<file path="config.mk">
export PLATFORM = sky130hd
export DESIGN_NAME = led_pwm_chaser
export DESIGN_NICKNAME = d
export VERILOG_FILES = /design/src/rtl/led_pwm_pkg.sv /design/src/rtl/led_pwm_chaser_chan.sv /design/src/rtl/led_pwm_chaser.sv
export SDC_FILE = /design/constraint.sdc
export NUM_CORES = 1
export LEC_CHECK = 0
export ABC_AREA = 1
export CAP_MARGIN = 20
export CORE_MARGIN = 2
export CORE_UTILIZATION = 45
export CTS_CLUSTER_DIAMETER = 120
export DETAILED_ROUTE_END_ITERATION = 6
export PLACE_DENSITY = 0.71
export SYNTH_ARGS = -nofsm -noshare
export SYNTH_HDL_FRONTEND = slang
export SYNTH_SLANG_ARGS = --single-unit
</file>
<file path="constraint.sdc">
create_clock -name clk -period 1.9 [get_ports clk]
set_input_delay 0.475 -clock clk [delete_from_list [all_inputs] [get_ports clk]]
set_output_delay 0.475 -clock clk [all_outputs]
set_load 0.005 [all_outputs]
</file>
<file path="src/rtl/led_pwm_pkg.sv">
// ============================================================================
// Module      : led_pwm_pkg
// Description : Shared mode encodings and elaboration-time helpers for the
//               PWM LED chaser.
// Revision    : 1.0 - initial release
// ============================================================================
`default_nettype none

package led_pwm_pkg;

    localparam logic MODE_ROTATE   = 1'b0;
    localparam logic MODE_PINGPONG = 1'b1;

    // Power-on duty profile: each channel is a quarter of its lower neighbour.
    function automatic logic [31:0] default_duty(input int i, input int duty_w);
        logic [31:0] full;
        full = (32'd1 << duty_w) - 32'd1;
        return (2 * i >= 32) ? 32'd0 : (full >> (2 * i));
    endfunction

    function automatic int calc_presc(input int clk_hz, input int pwm_hz, input int duty_w);
        longint q;
        if (pwm_hz <= 0) begin
            q = longint'(clk_hz);
        end else begin
            q = longint'(clk_hz) / (longint'(pwm_hz) << duty_w);
        end
        return (q < 1) ? 1 : int'(q);
    endfunction

endpackage

`default_nettype wire

</file>
<file path="src/rtl/led_pwm_chaser_chan.sv">
// ============================================================================
// Module      : pwm_chan
// Description : One PWM channel: frame-aligned active duty register,
//               comparator against the shared counter, registered output.
// Revision    : 1.0 - initial release
// ============================================================================
`default_nettype none

module pwm_chan #(
    parameter int                DUTY_W     = 8,
    parameter logic [DUTY_W-1:0] RESET_DUTY = '0
) (
    input  logic              clk,
    input  logic              rst_n,
    input  logic [DUTY_W-1:0] cnt,
    input  logic [DUTY_W-1:0] duty_shadow,
    input  logic              load_en,
    output logic              pwm_out
);

    logic [DUTY_W-1:0] active_q, active_d;
    logic              pwm_q, pwm_d;

    always_comb begin
        active_d = load_en ? duty_shadow : active_q;
        pwm_d    = (cnt < active_q);
    end

    always_ff @(posedge clk or negedge rst_n) begin
        if (!rst_n) begin
            active_q <= RESET_DUTY;
            pwm_q    <= 1'b0;
        end else begin
            active_q <= active_d;
            pwm_q    <= pwm_d;
        end
    end

    assign pwm_out = pwm_q;

endmodule

`default_nettype wire

</file>
<file path="src/rtl/led_pwm_chaser.sv">
// ============================================================================
// Module      : led_pwm_chaser
// Description : N-channel PWM LED chaser with shared timebase, rotate or
//               ping-pong pattern stepper and runtime per-channel duty writes.
// Revision    : 1.0 - initial release
// ============================================================================
`default_nettype none

module led_pwm_chaser
    import led_pwm_pkg::*;
#(
    parameter int CLK_HZ      = 27_000_000,
    parameter int PWM_HZ      = 1024,
    parameter int N_CH        = 8,
    parameter int DUTY_W      = 8,
    parameter int STEP_FRAMES = 64
) (
    input  logic                    clk,
    input  logic                    rst_n,
    input  logic                    en,
    input  logic                    dir,
    input  logic                    mode,
    input  logic                    load,
    input  logic [$clog2(N_CH)-1:0] load_ch,
    input  logic [DUTY_W-1:0]       load_duty,
    output logic [N_CH-1:0]         led,
    output logic                    step_pulse,
    output logic [$clog2(N_CH)-1:0] head_pos
);

    localparam int C_CH_W    = $clog2(N_CH);
    localparam int C_PRESC   = calc_presc(CLK_HZ, PWM_HZ, DUTY_W);
    localparam int C_PRESC_W = (C_PRESC > 1) ? $clog2(C_PRESC) : 1;
    localparam int C_FC_W    = (STEP_FRAMES > 1) ? $clog2(STEP_FRAMES) : 1;

    typedef logic [N_CH-1:0][DUTY_W-1:0] duty_arr_t;

    function automatic duty_arr_t reset_profile();
        duty_arr_t p;
        for (int i = 0; i < N_CH; i++) begin
            p[i] = DUTY_W'(default_duty(i, DUTY_W));
        end
        return p;
    endfunction

    localparam duty_arr_t C_SHADOW_RST = reset_profile();

    logic [C_PRESC_W-1:0] presc_q, presc_d;
    logic [DUTY_W-1:0]    pwm_cnt_q, pwm_cnt_d;
    logic [C_FC_W-1:0]    frame_cnt_q, frame_cnt_d;
    logic [C_CH_W-1:0]    head_q, head_d;
    logic                 pp_dir_q, pp_dir_d;
    logic                 mode_q;
    logic                 step_q;
    duty_arr_t            shadow_q, shadow_d;

    logic                 w_tick, w_frame_end, w_step, w_d, w_mode_rise, w_load_ok;
    logic [C_CH_W-1:0]    w_head_up, w_head_dn;

    // Shared timebase
    always_comb begin
        w_tick      = (presc_q == C_PRESC_W'(C_PRESC - 1));
        presc_d     = w_tick ? '0 : presc_q + C_PRESC_W'(1);
        pwm_cnt_d   = w_tick ? pwm_cnt_q + DUTY_W'(1) : pwm_cnt_q;
        w_frame_end = w_tick && (pwm_cnt_q == '1);
    end

    always_comb begin
        w_step      = w_frame_end && en && (frame_cnt_q == C_FC_W'(STEP_FRAMES - 1));
        frame_cnt_d = frame_cnt_q;
        if (w_frame_end && en) begin
            frame_cnt_d = w_step ? '0 : frame_cnt_q + C_FC_W'(1);
        end
    end

    // Entering ping-pong takes its starting direction from dir on that same cycle.
    always_comb begin
        w_mode_rise = (mode == MODE_PINGPONG) && (mode_q == MODE_ROTATE);
        w_d         = (mode == MODE_PINGPONG) ? (w_mode_rise ? dir : pp_dir_q) : dir;
        w_head_up   = (head_q == C_CH_W'(N_CH - 1)) ? '0 : head_q + C_CH_W'(1);
        w_head_dn   = (head_q == '0) ? C_CH_W'(N_CH - 1) : head_q - C_CH_W'(1);
        head_d      = head_q;
        pp_dir_d    = w_mode_rise ? dir : pp_dir_q;
        if (w_step) begin
            head_d = w_d ? w_head_dn : w_head_up;
            if ((mode == MODE_PINGPONG) &&
                ((!w_d && (w_head_up == C_CH_W'(N_CH - 1))) || (w_d && (w_head_dn == '0)))) begin
                pp_dir_d = ~w_d;
            end
        end
    end

    // Rotation first, then the write lands on the post-rotation index.
    always_comb begin
        w_load_ok = ({1'b0, load_ch} < (C_CH_W + 1)'(N_CH));
        shadow_d  = shadow_q;
        if (w_step) begin
            for (int i = 0; i < N_CH; i++) begin
                shadow_d[i] = w_d ? shadow_q[(i + 1) % N_CH] : shadow_q[(i + N_CH - 1) % N_CH];
            end
        end
        if (load && w_load_ok) begin
            shadow_d[load_ch] = load_duty;
        end
    end

    always_ff @(posedge clk or negedge rst_n) begin
        if (!rst_n) begin
            presc_q     <= '0;
            pwm_cnt_q   <= '0;
            frame_cnt_q <= '0;
            head_q      <= '0;
            pp_dir_q    <= 1'b0;
            mode_q      <= MODE_ROTATE;
            step_q      <= 1'b0;
            shadow_q    <= C_SHADOW_RST;
        end else begin
            presc_q     <= presc_d;
            pwm_cnt_q   <= pwm_cnt_d;
            frame_cnt_q <= frame_cnt_d;
            head_q      <= head_d;
            pp_dir_q    <= pp_dir_d;
            mode_q      <= mode;
            step_q      <= w_step;
            shadow_q    <= shadow_d;
        end
    end

    for (genvar g = 0; g < N_CH; g++) begin : g_chan
        pwm_chan #(
            .DUTY_W     (DUTY_W),
            .RESET_DUTY (C_SHADOW_RST[g])
        ) u_chan (
            .clk         (clk),
            .rst_n       (rst_n),
            .cnt         (pwm_cnt_q),
            .duty_shadow (shadow_d[g]),
            .load_en     (w_frame_end),
            .pwm_out     (led[g])
        );
    end

    assign step_pulse = step_q;
    assign head_pos   = head_q;

endmodule

`default_nettype wire
</file>
# Word level (Yosys, flattened, before mapping)
# Index checks and enable logic that the tools add are counted.
word_totals:
  regBits: 163
  in_bits: 17
  wordCells: 87
classes:
  n_addsub: 5
  order_cmp: 10
  n_eq_ne: 5
  muxes: 22
  bitwise: 2
  reduce_logical: 12
ops:
  columns: ["cell", "count"]
  rows:
  - ["64-bit 2-to-1 mux", 2]
  - ["8-bit 2-to-1 mux", 9]
  - ["64-bit bitwise mux", 1]
  - ["8-bit < comparator", 8]
  - ["8-bit demux with 3-bit select", 1]
  - ["3-bit 2-to-1 mux", 3]
  - ["8-bit by 1-bit adder with 8-bit output (second input constant)", 1]
  - ["8-bit == test (second input constant)", 1]
  - ["1-bit logical AND", 8]
  - ["7-bit by 1-bit adder with 7-bit output (second input constant)", 1]
  - ["7-bit == test (second input constant)", 1]
  - ["7-bit 2-to-1 mux", 1]
  - ["6-bit by 1-bit adder with 6-bit output (second input constant)", 1]
  - ["3-bit == test (second input constant)", 2]
  - ["6-bit == test (second input constant)", 1]
  - ["3-bit logical NOT", 2]
  - ["6-bit 2-to-1 mux", 1]
  - ["3-bit by 4-bit < comparator with 1-bit output (second input constant)", 1]
  - ["1-bit 2-to-1 mux", 4]
  - ["3-bit by 1-bit adder with 3-bit output (second input constant)", 1]
  - ["3-bit by 1-bit >= comparator with 1-bit output (second input constant)", 1]
  - ["3-bit by 1-bit subtractor with 3-bit output (second input constant)", 1]
  - ["1-bit NOT", 2]
  - ["1-bit logical NOT", 1]
  - ["1-bit logical OR", 1]

# Logic depth before layout (Yosys ltp)
# Gate-level depths: netlist of the first run.
logic_depth:
  ltp_word: 10
  depth_mapped: 14
  ltp_nobuf: 12

# By module
# From an unflattened synthesis of the first run, not the netlist that was laid out.
unflattened:
  cells_unflattened: 1394
  area_unflattened_um2: 9965.8
by_module_without_submodules:
  columns: ["module", "instances", "cells_each", "area_each_um2", "seq_area_each_um2"]
  rows:
  - ["led_pwm_chaser", 1, 946, 5997.0, 2302.2]
  - ["pwm_chan (g_chan[4].u_chan ...)", 4, 56, 493.0, 225.2]
  - ["pwm_chan (g_chan[0].u_chan)", 1, 56, 503.0, 235.2]
  - ["pwm_chan (g_chan[1].u_chan)", 1, 56, 500.5, 232.7]
  - ["pwm_chan (g_chan[2].u_chan)", 1, 56, 498.0, 230.2]
  - ["pwm_chan (g_chan[3].u_chan)", 1, 56, 495.5, 227.7]

# Least setup slack after synthesis of the first run
# No wires, ideal clock.
synth_path:
  path_type: "register -> register"
  from: "register pwm_cnt_q[1]"
  to: "register g_chan[6].u_chan.active_q[3]"
  setup_ns: 0.118
  t_arrival_ns: 1.748
  setup_slack_ns: 0.035
  stages_incl_launch_ff: 13
  path_buffers: 2
  period_less_slack_ns: 1.865
  path_cell_list: "dfrtp_1 -> ha_1 -> nand2_1 -> nor2_1 -> nand2_1 -> nor2_4 -> nand3_2 -> buf_6 -> buf_6 -> a21oi_1 -> nand2_1 -> nand3_1 -> nand2_1"
synth_via:
  elab_chain_cells: 7
synth_lines:
  columns: ["item", "line", "text"]
  rows:
  - ["start, declared", "led_pwm_chaser.sv:49", "logic [DUTY_W-1:0] pwm_cnt_q, pwm_cnt_d;"]
  - ["start signal, assigned", "led_pwm_chaser.sv:119", "pwm_cnt_q <= pwm_cnt_d;"]
  - ["8-bit == test (*)", "led_pwm_chaser.sv:65", "w_frame_end = w_tick && (pwm_cnt_q == '1);"]
  - ["1-bit logical AND (*)", "led_pwm_chaser.sv:65", null]
  - ["1-bit logical AND (2 in a row)", "led_pwm_chaser.sv:69", "w_step = w_frame_end && en && (frame_cnt_q == C_FC_W'(STEP_FRAMES - 1));"]
  - ["64-bit 2-to-1 mux", "led_pwm_chaser.sv:97", "if (w_step) begin"]
  - ["64-bit bitwise mux", "led_pwm_chaser.sv:103", "shadow_d[load_ch] = load_duty;"]
  - ["64-bit 2-to-1 mux", "led_pwm_chaser.sv:102", "if (load && w_load_ok) begin"]
  - ["end signal, assigned", "led_pwm_chaser_chan.sv:34", "active_q <= active_d;"]
  - ["end, declared", "led_pwm_chaser_chan.sv:21", "logic [DUTY_W-1:0] active_q, active_d;"]
# Mark *: on every way between the ends. The rest lies on a longest branch, timed or not.
# A chain may end at the register's enable or synchronous reset.

# Final worst setup path of the first run
layout_path:
  from: "register presc_q[1]"
  to: "register g_chan[6].u_chan.active_q[4]"
layout_via:
  elab_chain_cells: 7
layout_lines:
  columns: ["item", "line", "text"]
  rows:
  - ["start, declared", "led_pwm_chaser.sv:48", "logic [C_PRESC_W-1:0] presc_q, presc_d;"]
  - ["start signal, assigned", "led_pwm_chaser.sv:118", "presc_q <= presc_d;"]
  - ["7-bit == test (*)", "led_pwm_chaser.sv:62", "w_tick = (presc_q == C_PRESC_W'(C_PRESC - 1));"]
  - ["1-bit logical AND (*)", "led_pwm_chaser.sv:65", null]
  - ["1-bit logical AND (2 in a row)", "led_pwm_chaser.sv:69", null]
  - ["64-bit 2-to-1 mux", "led_pwm_chaser.sv:97", null]
  - ["64-bit bitwise mux", "led_pwm_chaser.sv:103", null]
  - ["64-bit 2-to-1 mux", "led_pwm_chaser.sv:102", null]
# Marked as above.

==> results of run 1 <==
## kinds of logic (layout without fill, tap and decap cells)
group	after synthesis	in the layout	synth area share, %
other cells	0	1	0
simple gates	712	712	29.0
flops	163	163	41.7
fa+ha+maj	66	66	8.34
xor+xnor	11	11	0.973
compound gates	184	184	11.3
buf+inv	196	313	8.68
## final cells by class
cell class | count | area, µm² | area share (%)
Antenna cell | 1 | 2.50 | 0.0204
Clock buffer | 17 | 425 | 3.48
Sequential cell | 163 | 4130 | 33.7
Multi-Input combinational cell | 973 | 5230 | 42.8
Timing Repair Buffer | 143 | 1400 | 11.5
Inverter | 138 | 526 | 4.29
Clock inverter | 15 | 169 | 1.38
Tap cell | 280 | 350 | 2.86
## worst reg2reg max path, delay by kind of cell, from the launching register on
kind | cells | cell delay (ns)
flops | 1 | 0.38
fa+ha+maj | 1 | 0.14
simple gates | 8 | 0.68
compound gates | 1 | 0.14
buf+inv | 3 | 0.44
## report_power, final
group,total [µW],switching [µW],internal (µW)
clock network,3570,1590,1970
logic,1520,824,693
registers,4160,337,3830
## metrics by stage
stage	setup TNS [ns]	power, µW	hold slack, ns
global route	-8.44	9640	0.484
floorplan	0	4960	0.179
CTS	-0.0346	9130	0.469
detailed placement	-26.79	5510	0.431
global placement	-22.93	5470	0.434
finish	0	9250	0.466
## cell usage after synthesis (17+ instances only)
cell      count
a21boi_1     42
a21oi_1      85
a31oi_1      17
buf_2        18
buf_4        17
clkbuf_1     17
dfrtp_1     123
dfstp_2      40
ha_1         66
inv_1       133
nand2_1     539
nand3_1     107
nor2_1       44
## metal layers
layer | part of all wire [%] | vias to the layer above | GRT usage [%]
met5 | 0 | - | 0
met4 | 2.5 | 0 | 9.48
met3 | 5.7 | 60 | 4.12
met2 | 48 | 340 | 42.0
met1 | 44 | 4490 | 33.3
li1 | - | 4493 | -
## sequential cells by signal, indices dropped and copies added, names as in the netlist
register                cells
head_pos                    3
pp_dir_q                    1
g_chan.u_chan.pwm_out       8
pwm_cnt_q                   8
shadow_q                   64
g_chan.u_chan.active_q     64
presc_q                     7
step_pulse                  1
frame_cnt_q                 6
mode_q                      1
## timing repair
item / in CTS / in global routing
gates resized for setup: 29 / 62
endpoints found under the setup margin: 57 / 132
pin swaps: 0 / 5
hold endpoints to repair: 24 / 0
hold buffers: 1 / 0
gates cloned: 1 / 1
buffers inserted: 0 / 2
## path summary, 6_finish.rpt
| kind | cells after the start | startpoint | slack [ns] | endpoint |
|---|---|---|---|---|
| worst min register to register | 2 | g_chan[1].u_chan.active_q[4] | 0.47 | g_chan[1].u_chan.active_q[4] |
| worst min-delay path | 2 | g_chan[1].u_chan.active_q[4] | 0.47 | g_chan[1].u_chan.active_q[4] |
| min in group asynchronous | 2 | rst_n | 0.53 | g_chan[0].u_chan.pwm_out |
| worst max register to register | 13 | presc_q[1] | 0.003 | g_chan[6].u_chan.active_q[4] |
| max in group asynchronous | 3 | rst_n | 0.68 | shadow_q[17] |
| worst max-delay path | 13 | presc_q[1] | 0.003 | g_chan[6].u_chan.active_q[4] |
==> results.sh, run 1 <==
export IMPL_core_area_mm2=0.0217
export IMPL_port_buffers=28
export IMPL_yosys_warnings=0
export IMPL_wl_per_cell_um=16.9
export IMPL_finalNetCount=1519
export IMPL_gp_congestion=0.859
export IMPL_initial_utilization_pct=45.7
export IMPL_irDropWorstVdd_mv=0.569
export IMPL_syn_nets=1415
export IMPL_stdcell_area_mm2=0.0122
export IMPL_synth_top_area_share_pct=31.1
export IMPL_synthArstFlopShare_pct=100
export IMPL_final_cells=1730
export IMPL_num_io_pins=29
export IMPL_drc=2
export IMPL_relSlewSlack_pct=69.4
export IMPL_min_period_ns=1.90
export IMPL_yosysTopAreaCell="dfrtp_1"
export IMPL_cts_max_level=4
export IMPL_final_common_cell="nand2_1"
export IMPL_gr_usage_all_layers_pct=25.3
export IMPL_post_dp_cell_area_mm2=0.0112
export IMPL_viasPerCell=5.42
export IMPL_fin_crit_sh_pct=99.8
export IMPL_cts_tree="yes"
export IMPL_die_h_um=152
export IMPL_ys_top_cells_by_area="dfrtp_1 (31%), nand2_1 (20%), dfstp_2 (11%)"
export IMPL_finalHoldViolCount=0
export IMPL_wirelength_um=29200
export IMPL_synth_seq_area_share_pct=41.7
export IMPL_max_freq_ghz=0.527
export IMPL_final_core_utilization_pct=56.4
export IMPL_end_kind="flop"
export IMPL_slowest_delay_ns=0.38
export IMPL_synth_cells=1332
export IMPL_area_delta_synth_final_pct=23.6
export IMPL_cp_common_cell="nand2_1"
export IMPL_setup_violations=0
export IMPL_grt_max_degree=53
export IMPL_die_area_mm2=0.0232
export IMPL_root_buffer="clkbuf_16"
export IMPL_vias=9383
export IMPL_worstMarginPinSlew_ns=0.459
export IMPL_syn_area_per_cell_um2=7.44
export IMPL_layout_common_cells="nand2_1 (534), inv_1 (132), dfrtp_1 (122)"
export IMPL_p_leak_uw=0.00643
export IMPL_firstDrtPassIters=7
export IMPL_critical_path_max_fanout=20
export IMPL_gr_total_overflow=0
export IMPL_rsz0062_at_grt="true"
export IMPL_dp_hpwl_um=20300
export IMPL_crit_buf_inv=3
export IMPL_drive_gt1_share_pct=17.5
export IMPL_fin_ws_ns=0.00306
export IMPL_placed_cells=1692
export IMPL_slew_viol_final=0
export IMPL_crit_family="simple AND/OR/NAND/NOR gates"
export IMPL_hp_class="flop to flop"
export IMPL_ys_ff_latch=163
export IMPL_outcome="finished with violations"
export IMPL_violations="design-rule violations"
export IMPL_rows=54
export IMPL_netlist_cell_type_count=32
export IMPL_synth_edf_count=0
export IMPL_cts_sinks=163
export IMPL_cts_made_buffers=17
export IMPL_drt_iter0_drc=815
export IMPL_antenna_found_initial=0
export IMPL_power_density_mw_per_mm2=755
export IMPL_clock_skew_ns=0.0137
export IMPL_clock_path_buffers=2
export IMPL_path_class="flop to flop"
export IMPL_cap_violations=0
export IMPL_grt_pass1_wl_um=46500
export IMPL_n_fill_cell=1969
export IMPL_die_width_um=152
export IMPL_grt_pass1_vias=9144
export IMPL_start_kind="flop"
export IMPL_dp_slack_ns=-0.283
export IMPL_arrival_ns=2.22
export IMPL_dominantRegCellSynth="dfrtp_1"
export IMPL_insertion_delay_ns=0.44
export IMPL_synth_area_mm2=0.00990
export IMPL_clkTransAtPathRegs_ns=0.07
export IMPL_postRouteAntennaNets=0
export IMPL_crit_chain="inv_1, ha_1, nand2_1, nor2_2, nand2_2, nor2_4, nand3_2, buf_12, buf_4, a21oi_2, nand2_1, nand3_1, nand2_1"
export IMPL_critPathSlowestCell="dfrtp_1"
export IMPL_cp_required_ns=2.22
Power figures use the tool's default switching activity.
==> run 2: changes to the inputs <==
- ABC_AREA: 1 -> not set
==> run 2 against run 1 <==
Effect of this change:
- the run ends with negative setup slack left
- setup slack lost 0.24 ns
- cell count shrank 21%
- synthesized cell count shrank 26%
- worst hold slack gained 0.018 ns
- clock power shrank 2%
- total power shrank 6.2%
- non-clock buffer count shrank 1
- global-route usage shrank 1.5 points
- synthesized area shrank 7.6%
- die area shrank 7.4%
- largest power group unchanged
==> results.sh, run 2 <==
export IMPL_outcome="finished with violations"
export IMPL_violations="negative setup slack"
export IMPL_final_setup_tns_ns=-16.30
export IMPL_routedLengthMet1_um=11200
export IMPL_relSlewSlack_pct=69.8
export IMPL_dp_hpwl_um=16300
export IMPL_ys_ff_latch=163
export IMPL_antenna_found_initial=0
export IMPL_path_depth=10
export IMPL_syn_area_per_cell_um2=9.27
export IMPL_slew_viol_final=0
export IMPL_path_class="flop to flop"
export IMPL_synth_seq_area_share_pct=45.1
export IMPL_finalHoldViolCount=0
export IMPL_syn_nets=1071
export IMPL_grt_pass1_vias=7520
export IMPL_yosys_warnings=0
export IMPL_reg_top3="g_chan.u_chan.active_q x64, shadow_q x64"
export IMPL_clock_path_buffers=2
export IMPL_gp_congestion=0.843
export IMPL_synth_area_mm2=0.00916
export IMPL_drive_gt1_share_pct=20.0
export IMPL_initial_utilization_pct=45.5
export IMPL_ys_top_cells_by_area="dfrtp_1 (34%), dfstp_2 (11%), ha_1 (9.0%)"
export IMPL_rsz0062_at_grt="true"
export IMPL_drt_iter0_drc=706
export IMPL_yosysMostFrequentCell="nand2_1"
export IMPL_gr_total_overflow=0
export IMPL_wl_per_cell_um=18.6
export IMPL_wl_met3_um=1740
export IMPL_layout_common_cells="nand2_1 (179), nor2_1 (123), dfrtp_1 (116)"
export IMPL_r2r_setup_slack_ns=-0.24
export IMPL_synth_cells=988
export IMPL_synth_top_area_share_pct=33.6
export IMPL_final_cells=1371
export IMPL_die_h_um=147
export IMPL_worstReg2RegEnd="g_chan[5].u_chan.active_q[7]"
export IMPL_arrival_ns=2.49
export IMPL_fin_ws_ns=-0.236
export IMPL_wl_met2_um=11900
export IMPL_crit_buf_inv=3
export IMPL_cts_max_level=4
export IMPL_core_area_mm2=0.0201
export IMPL_clock_skew_ns=0.0148
export IMPL_grt_pass1_wl_um=39800
export IMPL_vias=7702
export IMPL_startpoint="presc_q[1]"
export IMPL_port_buffers=28
export IMPL_end_kind="flop"
export IMPL_min_period_ns=2.14
export IMPL_hold_ws_ns=0.484
export IMPL_area_delta_synth_final_pct=24.2
export IMPL_cts_sinks=163
export IMPL_gr_usage_all_layers_pct=23.7
export IMPL_synth_edf_count=0
export IMPL_start_kind="flop"
export IMPL_fin_crit_sh_pct=112
export IMPL_worstRegToRegCells=10
export IMPL_p_leak_uw=0.00580
export IMPL_clkTransAtPathRegs_ns=0.07
export IMPL_worstMarginPinSlew_ns=0.452
export IMPL_firstDrtPassIters=5
export IMPL_hp_class="flop to flop"
export IMPL_root_buffer="clkbuf_16"
export IMPL_netlist_cell_type_count=43
export IMPL_multiInputGateArea_mm2=0.00462
export IMPL_cts_made_buffers=17
export IMPL_die_width_um=147
export IMPL_yosysTopAreaCell="dfrtp_1"
export IMPL_viasPerCell=5.62
export IMPL_dominantRegCellSynth="dfrtp_1"
export IMPL_insertion_delay_ns=0.43
export IMPL_placed_cells=1318
export IMPL_n_fill_cell=1714
export IMPL_power_density_mw_per_mm2=763
export IMPL_regArea_mm2=0.00414
export IMPL_crit_family="simple AND/OR/NAND/NOR gates"
export IMPL_grt_max_degree=65
export IMPL_timing_rr_start="presc_q[1]"
export IMPL_cp_required_ns=2.25
export IMPL_endpoint="g_chan[5].u_chan.active_q[7]"
export IMPL_num_io_pins=29
export IMPL_critPathSlowestCell="dfrtp_1"
export IMPL_cts_tree="yes"
export IMPL_crit_chain="inv_1, ha_1, nand4b_1, nor4_4, buf_4, and3_4, buf_12, nor2_1, a211o_1, a31oi_1"
export IMPL_critical_path_max_fanout=11
export IMPL_cap_violations=0
export IMPL_die_area_mm2=0.0215
export IMPL_wirelength_um=25500
export IMPL_rows=52
export IMPL_routed_top_layer="met4"
export IMPL_finalNetCount=1171
export IMPL_drc=0
export IMPL_synthArstFlopShare_pct=100
export IMPL_max_freq_ghz=0.468
export IMPL_slowest_delay_ns=0.38
export IMPL_setup_violations=129
export IMPL_irDropWorstVdd_mv=0.614
export IMPL_num_antenna_cells=0
export IMPL_final_common_cell="nand2_1"
export IMPL_postRouteAntennaNets=0
export IMPL_synth_common_cells="nand2_1 (181), nor2_1 (125), dfrtp_1 (123), mux2i_1 (68), ha_1 (66)"
export IMPL_final_core_utilization_pct=56.6
-- run 2: area by class of cell --
class / instances / share of cell area (%)
sequential: 163 / 36.4
timing repair buffer: 142 / 12.8
multi-input combinational: 704 / 40.6
clock buffer: 17 / 3.74
inverter: 60 / 1.98
clock inverter: 15 / 1.45
tap: 270 / 2.97
-- run 2: metal layers --
layer / vias up / GRT usage (%)
met3: 49 / 4.66
met1: 3758 / 32.6
met2: 271 / 37.6
li1: 3624 / -
met4: 0 / 8.30
met5: - / 0
-- run 2: cells by family after synthesis --
| group | synth area share [%] |
|---|---|
| xor+xnor | 1.43 |
| buf+inv | 5.84 |
| simple gates | 16.5 |
| fa+ha+maj | 9.02 |
| mux | 7.56 |
| flops | 45.1 |
| compound gates | 14.5 |
-- run 2: timing repair --
action                     in CTS  in global routing
setup endpoints to repair     129                149
gates cloned                    3                  4
gates resized for setup        15                 28
hold endpoints to repair       25                  0
buffers inserted                6                  8
hold buffers                    1                  0
pin swaps                       7                 41
-- run 2: power by group --
group,switching (µW),total [µW],internal (µW)
logic,582,1100,518
clock network,1630,3510,1870
registers,275,4070,3790
total,2490,8680,6180
-- run 2: worst reg2reg max path, cell delays in order (launching register included) --
cell	delay (ns)
dfrtp_1	0.38
inv_1	0.06
ha_1	0.15
nand4b_1	0.18
nor4_4	0.23
buf_4	0.17
and3_4	0.25
buf_12	0.15
nor2_1	0.04
a211o_1	0.28
a31oi_1	0.17
-- run 2: per-stage QoR --
step | worst slack [ns] | power [µW] | area [µm²]
6_report | -0.236 | 8680 | 11400
2_1_floorplan | -0.105 | 4740 | 9240
3_5_place_dp | -0.523 | 5180 | 10400
4_1_cts | -0.218 | 8680 | 11100
5_1_grt | -0.381 | 9010 | 11400
3_3_place_gp | -0.487 | 5150 | 10400
-- run 2: worst min path at each step --
stage,start,endpoint,cells past startpoint
floorplan,rst_n,frame_cnt_q[0],0
global placement,rst_n,presc_q[2],1
detailed placement,rst_n,presc_q[2],1
CTS,mode_q,pp_dir_q,1
global route,mode_q,pp_dir_q,1
finish,mode_q,pp_dir_q,1
